[src/rtl/shift_unit_seq.sv]
// shift_unit_seq: multi-cycle shift/rotate unit with a valid/ready handshake.
// The operand is loaded into a work register on accept and moved one bit per
// clock. The result, carry-out and zero flag are registered once the last step
// is done, and they stay stable until the consumer takes them.
module shift_unit_seq #(
  parameter int WIDTH = 8,
  parameter int CNT_W = $clog2(WIDTH)
) (
  input  logic             clk,
  input  logic             rst_n,
  input  logic             in_valid,
  output logic             in_ready,
  input  logic [WIDTH-1:0] a,
  input  logic [CNT_W-1:0] cnt,
  input  logic [2:0]       op,
  input  logic             cin,
  input  logic             flush,
  output logic             out_valid,
  input  logic             out_ready,
  output logic [WIDTH-1:0] result,
  output logic             co,
  output logic             z,
  output logic             busy
);

  localparam logic [2:0] OP_SHL = 3'b000;
  localparam logic [2:0] OP_SHR = 3'b001;
  localparam logic [2:0] OP_ROL = 3'b010;
  localparam logic [2:0] OP_ROR = 3'b011;
  localparam logic [2:0] OP_SAR = 3'b100;
  localparam logic [2:0] OP_RCL = 3'b101;
  localparam logic [2:0] OP_RCR = 3'b110;

  typedef enum logic [1:0] {
    IDLE = 2'b00,
    BUSY = 2'b01,
    DONE = 2'b10
  } state_t;

  state_t             state_r;
  state_t             state_nxt_s;
  logic [WIDTH-1:0]   work_r;
  logic               carry_r;
  logic [CNT_W-1:0]   rem_r;
  logic [2:0]         op_r;
  logic [WIDTH-1:0]   result_r;
  logic               co_r;
  logic               z_r;
  logic               out_valid_r;

  logic               in_ready_s;
  logic               busy_s;
  logic               accept_s;
  logic               step_s;
  logic               load_out_s;
  logic [2:0]         op_dec_s;
  logic               carry_init_s;
  logic [WIDTH:0]     step_val_s;
  logic               co_fin_s;

  // One bit step: returns {new carry, new work value}. Rotates keep the carry.
  function automatic logic [WIDTH:0] step_fn(input logic [2:0] op_v,
                                             input logic [WIDTH-1:0] r,
                                             input logic c);
    logic [WIDTH:0] v;
    case (op_v)
      OP_SHR:  v = {r[0], 1'b0, r[WIDTH-1:1]};
      OP_ROL:  v = {c, r[WIDTH-2:0], r[WIDTH-1]};
      OP_ROR:  v = {c, r[0], r[WIDTH-1:1]};
      OP_SAR:  v = {r[0], r[WIDTH-1], r[WIDTH-1:1]};
      OP_RCL:  v = {r[WIDTH-1], r[WIDTH-2:0], c};
      OP_RCR:  v = {r[0], c, r[WIDTH-1:1]};
      default: v = {r[WIDTH-1], r[WIDTH-2:0], 1'b0};
    endcase
    return v;
  endfunction

  // Operand decode: op 111 aliases SHL; only the rotate-through-carry ops seed the carry with cin.
  always_comb begin
    if (op == 3'b111) begin
      op_dec_s = OP_SHL;
    end else begin
      op_dec_s = op;
    end
    if ((op == OP_RCL) || (op == OP_RCR)) begin
      carry_init_s = cin;
    end else begin
      carry_init_s = 1'b0;
    end
  end

  // Single step of the work register and the carry-out chosen when the result is finalised.
  always_comb begin
    step_val_s = step_fn(op_r, work_r, carry_r);
    case (op_r)
      OP_ROL:  co_fin_s = work_r[0];
      OP_ROR:  co_fin_s = work_r[WIDTH-1];
      default: co_fin_s = carry_r;
    endcase
  end

  // State register.
  always_ff @(posedge clk or negedge rst_n) begin
    if (!rst_n) begin
      state_r <= IDLE;
    end else begin
      state_r <= state_nxt_s;
    end
  end

  // Next-state logic; flush overrides everything, including a same-cycle request.
  always_comb begin
    state_nxt_s = state_r;
    case (state_r)
      IDLE: begin
        if (flush) begin
          state_nxt_s = IDLE;
        end else if (in_valid) begin
          if (cnt == {CNT_W{1'b0}}) begin
            state_nxt_s = DONE;
          end else begin
            state_nxt_s = BUSY;
          end
        end else begin
          state_nxt_s = IDLE;
        end
      end
      BUSY: begin
        if (flush) begin
          state_nxt_s = IDLE;
        end else if (rem_r == CNT_W'(1)) begin
          state_nxt_s = DONE;
        end else begin
          state_nxt_s = BUSY;
        end
      end
      DONE: begin
        if (flush) begin
          state_nxt_s = IDLE;
        end else if (out_valid_r && out_ready) begin
          state_nxt_s = IDLE;
        end else begin
          state_nxt_s = DONE;
        end
      end
      default: state_nxt_s = IDLE;
    endcase
  end

  // Output/control decode from the current state.
  always_comb begin
    in_ready_s = 1'b0;
    busy_s     = 1'b0;
    accept_s   = 1'b0;
    step_s     = 1'b0;
    load_out_s = 1'b0;
    case (state_r)
      IDLE: begin
        in_ready_s = 1'b1;
        accept_s   = in_valid && !flush;
      end
      BUSY: begin
        busy_s = 1'b1;
        step_s = !flush;
      end
      DONE: begin
        busy_s     = 1'b1;
        load_out_s = !flush && !out_valid_r;
      end
      default: begin
        in_ready_s = 1'b0;
        busy_s     = 1'b0;
      end
    endcase
  end

  // Work register, carry and remaining count: load on accept, step while busy.
  always_ff @(posedge clk or negedge rst_n) begin
    if (!rst_n) begin
      work_r  <= {WIDTH{1'b0}};
      carry_r <= 1'b0;
      rem_r   <= {CNT_W{1'b0}};
      op_r    <= OP_SHL;
    end else if (accept_s) begin
      work_r  <= a;
      carry_r <= carry_init_s;
      rem_r   <= cnt;
      op_r    <= op_dec_s;
    end else if (step_s) begin
      work_r  <= step_val_s[WIDTH-1:0];
      carry_r <= step_val_s[WIDTH];
      rem_r   <= rem_r - CNT_W'(1);
    end else begin
      work_r  <= work_r;
      carry_r <= carry_r;
      rem_r   <= rem_r;
      op_r    <= op_r;
    end
  end

  // Result/flag registers: captured once in DONE, held until the handshake; flush drops valid only.
  always_ff @(posedge clk or negedge rst_n) begin
    if (!rst_n) begin
      result_r    <= {WIDTH{1'b0}};
      co_r        <= 1'b0;
      z_r         <= 1'b0;
      out_valid_r <= 1'b0;
    end else if (flush) begin
      out_valid_r <= 1'b0;
    end else if (load_out_s) begin
      result_r    <= work_r;
      co_r        <= co_fin_s;
      z_r         <= (work_r == {WIDTH{1'b0}});
      out_valid_r <= 1'b1;
    end else if (out_valid_r && out_ready) begin
      out_valid_r <= 1'b0;
    end else begin
      out_valid_r <= out_valid_r;
    end
  end

  assign in_ready  = in_ready_s;
  assign busy      = busy_s;
  assign out_valid = out_valid_r;
  assign result    = result_r;
  assign co        = co_r;
  assign z         = z_r;

endmodule

[config.mk]
export PLATFORM = sky130hd
export DESIGN_NAME = shift_unit_seq
export DESIGN_NICKNAME = d
export VERILOG_FILES = /design/src/rtl/shift_unit_seq.sv
export SDC_FILE = /design/constraint.sdc
export NUM_CORES = 1
export LEC_CHECK = 0
export ABC_AREA = 1
export CAP_MARGIN = 20
export CORE_UTILIZATION = 51
export DETAILED_ROUTE_END_ITERATION = 7
export HOLD_SLACK_MARGIN = 0.15
export PLACE_DENSITY_LB_ADDON = 0.12
export SLEW_MARGIN = 20
export SYNTH_ARGS = -nofsm -noshare
export SYNTH_HDL_FRONTEND = slang
export SYNTH_SLANG_ARGS = --single-unit
[constraint.sdc]
create_clock -name clk -period 1.8 [get_ports clk]
set_input_delay 0.45 -clock clk [delete_from_list [all_inputs] [get_ports clk]]
set_output_delay 0.45 -clock clk [all_outputs]
set_load 0.05 [all_outputs]
==> flow_summary_export.csv, run 1 <==
group,metric,value,unit
outcome,status,"finished, final reports clean",
placed_design,portBuffers,32,
clocking,htree_levels,1,
yosys,yosys-top-cells-area,"dfrtp_1, nand2_1, inv_1, nand3_1, o21ai_0",
timing,hold_ws,487.1,ps
yosys,syn_area,1689,um^2
yosys,synth_top_area_share,0.4148,
clocking,clockBufferDepth,2,
drt,ant_nets,0,
floorplanning,io_pins,33,
drt,totalWireLength,3.723,mm
clocking,cts_hold_buf,0,
placed_design,dp.cells,298,
drt,via_per_inst,5.256,
timing,slew_viol_final,0,
run,cap_violations,0,
grt,gr-usage-all-layers,0.2382,
floorplanning,core-area,3103,um^2
drt,drc,0,
clocking,clk-insertion-delay-late,330,ps
timing,rsz0062_at_grt,"false",
layout,fin_area,2105,um^2
grt,grt_pass1_vias,1455,
layout,final_common_cell,"nand2_1",
drt,drtIter0Drc,58,
floorplanning,die-width,59.55,um
power,ir_drop,0.7896,mV
clocking,cts_tree,"built",
timing,finClkSkew,10.80,ps
placed_design,place_area,2082,um^2
yosys,synth-seq-area-share,0.4148,
timing,setup_viol,0,
grt,grt_max_degree,29,
layout,areaGrowthSynthToFinish,24.59,%
yosys,synth_seq_cells,28,
clocking,cts_sinks,28,
layout,fin_cells,301,
drt,via_count,1582,
clocking,root_buffer,"clkbuf_4",
worst_setup_path,crit_type,"flip-flop to output pin",
yosys,syn-num-nets,248,
layout,nets,285,
min_path,hp-class,"input pin to async pin",
worst_setup_path,critical_path_arrival,1270,ps
timing,period_needed,1724,ps
grt,antenna_found_initial,0,
worst_setup_path,required,1350,ps
clocking,cts_setup_buffers,0,
timing,max-slew-margin-rel,0.7400,
power,p_per_area,1508,nW/um^2
yosys,yosysTopAreaCell,"dfrtp_1",
worst_setup_path,startpoint_type,"flip-flop",
timing,fin_setup_tns,0,ps
timing,worst_pin_slew,390.0,ps
grt,grt_pass1_wl,6.368,mm
timing,final.period_utilization,0.9579,
floorplanning,dieArea,3546,um^2
floorplanning,initial_core_util,0.5444,
clocking,cts_resized,0,
worst_setup_path,crit_path_end_kind,"output pin",
yosys,ys_async_sr_fraction,1.000,
drt,first_pass_iters,4,
grt,grt_overflow_total,0,
placed_design,gp_congestion,0.9344,
floorplanning,die-height,59.55,um
yosys,synth_ff_type,"dfrtp_1",
drt,wire_per_inst,12.37,um
yosys,ys.warnings.count,0,
clocking,cts_buffers,3,
yosys,synth_edf_count,0,
placed_design,hpwl,2.925,mm
floorplanning,rows,20,
layout,layout_common_cells,"nand2_1, dfrtp_1, inv_1, nand3_1, clkdlybuf4s50_1",
yosys,syn_area_per_cell,7.609,um^2
clocking,clk_pin_slew_worst_paths,150,ps
timing,fmax,580.0,MHz
yosys,synthDistinctLibCells,28,
power,p_total,3.173,mW
worst_setup_path,worstPathMaxFanout,3,
power,power_leakage,1.033,nW
timing,hold_viol_final,0,
layout,drive_gt1_frac,0.1401,
layout,insertedDiodeCount,0,
yosys,netlist_instances,222,
## routing by layer
| layer | track usage | wire, um | up-vias |
|---|---|---|---|
| met3 | 0.02620 | 204 | 5 |
| met2 | 0.3997 | 1708 | 61 |
| met4 | 0.05980 | 34 | 0 |
| met5 | 0 | 0 | - |
| met1 | 0.3283 | 1776 | 720 |
| li1 | - | - | 796 |
## report_power, final
group	internal [mW]	leakage (nW)	switching, mW	total, mW
logic	0.641	0.659	1.15	1.79
clock network	0.0785	0.0138	0.179	0.258
registers	0.885	0.361	0.237	1.12
total	1.60	1.03	1.57	3.17
## worst paths after layout
check                            end  startpoint  slack [ps]  cells after the start
max in group asynchronous   rem_r[2]       rst_n        1040                      2
min reg2reg                        z           z         500                      2
max                             busy  state_r[1]          80                      3
max reg2reg                work_r[1]  state_r[0]         220                      8
min                        work_r[7]       rst_n         490                      2
min in group clk                   z           z         500                      2
## logic make-up after synthesis
kind of cell             after synthesis  synth area share
AO/OA/AOI/OAI                         38            0.1274
flip-flops                            28            0.4148
AND/OR/NAND/NOR                      113            0.3207
buffers and inverters                 36           0.08741
adder cells (fa/ha/maj)                6           0.04444
XOR/XNOR                               1          0.005186
## worst max-delay path, stage by stage (launching register included)
cell	delay, ps
dfrtp_1	410
inv_1	70
ha_2	340
buf_12	130
## through the flow
stage	utilization	setup WS, ps
global route	0.6782	19.55
finish	0.6782	75.83
floorplan	-	90.41
CTS	0.6782	66.43
global placement	0.6710	31.56
detailed placement	0.6710	8.482
## area by class of cell
class	count	area, um^2
flip-flops and latches	28	700.7
fillers	290	998.5
multi-input cells	158	843.3
repair buffers	38	370.4
inverters	30	112.6
clock buffers	3	22.52
well taps	44	55.05
## synth_stat cells (2+ instances only)
| cell | count |
|---|---|
| buf_2 | 4 |
| nand2_1 | 59 |
| dfrtp_1 | 28 |
| o21ai_1 | 2 |
| buf_4 | 2 |
| ha_1 | 6 |
| o31ai_1 | 2 |
| nand3_1 | 20 |
| nand2_2 | 3 |
| a21oi_1 | 8 |
| o21a_1 | 2 |
| o21ai_0 | 18 |
| inv_2 | 3 |
| a31oi_1 | 2 |
| inv_1 | 27 |
| nor2_1 | 14 |
| nand3_4 | 3 |
| nand4_1 | 9 |
## state kept, by name, indices dropped and copies added (netlist names)
signal / flops
out_valid: 1
rem_r: 3
result: 8
op_r: 3
work_r: 8
z: 1
carry_r: 1
co: 1
state_r: 2
No activity file was read; power rests on OpenSTA's default activity.
==> run 2: changes to the inputs <==
--- a/config.mk
+++ b/config.mk
@@ -10,7 +10,7 @@
 export CORE_UTILIZATION = 51
 export DETAILED_ROUTE_END_ITERATION = 7
 export HOLD_SLACK_MARGIN = 0.15
-export PLACE_DENSITY_LB_ADDON = 0.12
+export PLACE_DENSITY = 0.76
 export SLEW_MARGIN = 20
 export SYNTH_ARGS = -nofsm -noshare
 export SYNTH_HDL_FRONTEND = slang
==> run 2 against run 1 <==
  * Combinational power about the same
  * Largest power group unchanged
  * Power grew 2.1%
  * Highest routed layer unchanged
  * Wire length decreased by 1.6%
  * Clock skew is 6.2 ps lower
  * Critical endpoint unchanged
  * Clock power grew 19%
  * Maximum frequency fell by 0.51%
==> flow_summary_export.csv, run 2 (synthesis gave the netlist of run 1 again) <==
group,metric,value,unit
outcome,status,"finished, final reports clean",
drt,drc,0,
floorplanning,die-width,59.55,um
placed_design,place_area,2092,um^2
worst_setup_path,required,1350,ps
layout,insertedDiodeCount,0,
layout,drive_gt1_frac,0.1635,
timing,hold_viol_final,0,
min_path,hp-class,"input pin to async pin",
placed_design,hpwl,2.720,mm
layout,areaGrowthSynthToFinish,26.89,%
timing,fmax,577.1,MHz
floorplanning,die-height,59.55,um
floorplanning,io_pins,33,
clocking,cts_tree,"built",
worst_setup_path,crit_type,"flip-flop to output pin",
worst_setup_path,slowest_stage,"dfrtp_1",
clocking,clk-insertion-delay-late,320,ps
timing,worst_pin_slew,372.3,ps
clocking,htree_levels,1,
placed_design,gp_congestion,0.9228,
drt,via_count,1599,
drt,via_per_inst,5.208,
worst_setup_path,worstPathMaxFanout,3,
floorplanning,rows,20,
layout,num-fill-cells,285,
layout,fin_area,2143,um^2
layout,layout_common_cells,"nand2_1, dfrtp_1, inv_1, buf_4, nand3_1",
worst_setup_path,critical_path_arrival,1280,ps
floorplanning,dieArea,3546,um^2
timing,setup_viol,0,
grt,grt_pass1_wl,5.934,mm
power,power_leakage,1.058,nW
floorplanning,initial_core_util,0.5444,
worst_setup_path,startpoint_type,"flip-flop",
worst_setup_path,slowest_delay,430,ps
drt,drtIter0Drc,79,
run,cap_violations,0,
clocking,clk_pin_slew_worst_paths,140,ps
clocking,cts_hold_buf,0,
grt,antenna_found_initial,0,
timing,rsz0062_at_grt,"false",
power,p_per_area,1512,nW/um^2
worst_setup_path,crit_path_end_kind,"output pin",
timing,slew_viol_final,0,
worst_setup_path,path_cells,"inv_1, ha_2, buf_12",
placed_design,portBuffers,32,
grt,gr-usage-all-layers,0.2228,
timing,fin_setup_tns,0,ps
layout,seqCellArea,700.7,um^2
timing,finClkSkew,4.614,ps
grt,grt_overflow_total,0,
clocking,root_buffer,"clkbuf_4",
layout,final_common_cell,"nand2_1",
timing,final.period_utilization,0.9627,
layout,fin_util,0.6907,
clocking,clockBufferDepth,2,
floorplanning,core-area,3103,um^2
clocking,cts_buffers,3,
drt,wire_per_inst,11.93,um
power,ir_drop,0.7110,mV
layout,multi_input_area,843.3,um^2
clocking,cts_sinks,28,
layout,nets,290,
drt,ant_nets,0,
timing,period_needed,1733,ps
timing,max-slew-margin-rel,0.7518,
drt,totalWireLength,3.664,mm
grt,grt_pass1_vias,1322,
grt,grt_max_degree,29,
drt,first_pass_iters,4,
==> run 2: cell types whose count changed in the layout (fill, tap and decap cells not counted), sizes merged <==
cell / before / now
clkbuf: 3 / 4
buf: 19 / 24
==> run 2: what timing repair did <==
action / 4_1_cts / 5_1_grt
setup endpoints to repair: 0 / 1
setup buffers: 0 / 2
gates resized for setup: 0 / 1
==> run 2: final timing paths <==
kind | start | to | slack, ps | cells past startpoint
setup reg to reg | state_r[0] | carry_r | 210 | 10
setup / recovery | state_r[0] | busy | 70 | 3
max in group asynchronous | rst_n | op_r[2] | 1050 | 2
hold reg to reg | result[7] | result[7] | 500 | 2
hold / removal | rst_n | out_valid | 480 | 2
min in group clk | result[7] | result[7] | 500 | 2
==> run 2: power breakdown <==
part | internal [mW] | switching, mW
combinational | 0.653 | 1.16
sequential | 0.885 | 0.234
clock | 0.124 | 0.183
==> run 2: routing by layer <==
layer | GRT usage | vias to the layer above | routed length, um
met5 | 0 | - | 0
met4 | 0.06645 | 0 | 52
li1 | - | 805 | -
met2 | 0.3515 | 43 | 1682
met1 | 0.3209 | 745 | 1771
met3 | 0.02620 | 6 | 158
==> run 2: through the flow <==
stage	setup WS (ps)	hold slack, ps	power [mW]	std cells
3_3_place_gp	37.13	467.8	2.900	301
5_1_grt	5.677	526.0	3.462	307
4_1_cts	47.27	492.6	3.239	305
6_report	67.07	484.5	3.241	307
2_1_floorplan	90.41	154.4	2.384	222
3_5_place_dp	0.9029	475.8	2.930	301
==> run 2: critical path: cells and delay by family (launching register included) <==
family | cells | cell delay (ps)
buffers and inverters | 2 | 240
DFF | 1 | 430
adders and majority gates | 1 | 290
==> run 2: layout make-up <==
cell class | count | share of cell area
Sequential cell | 28 | 0.3269
Inverter | 30 | 0.05254
Clock buffer | 4 | 0.01693
Tap cell | 44 | 0.02569
Timing Repair Buffer | 43 | 0.1845
Multi-Input combinational cell | 158 | 0.3935
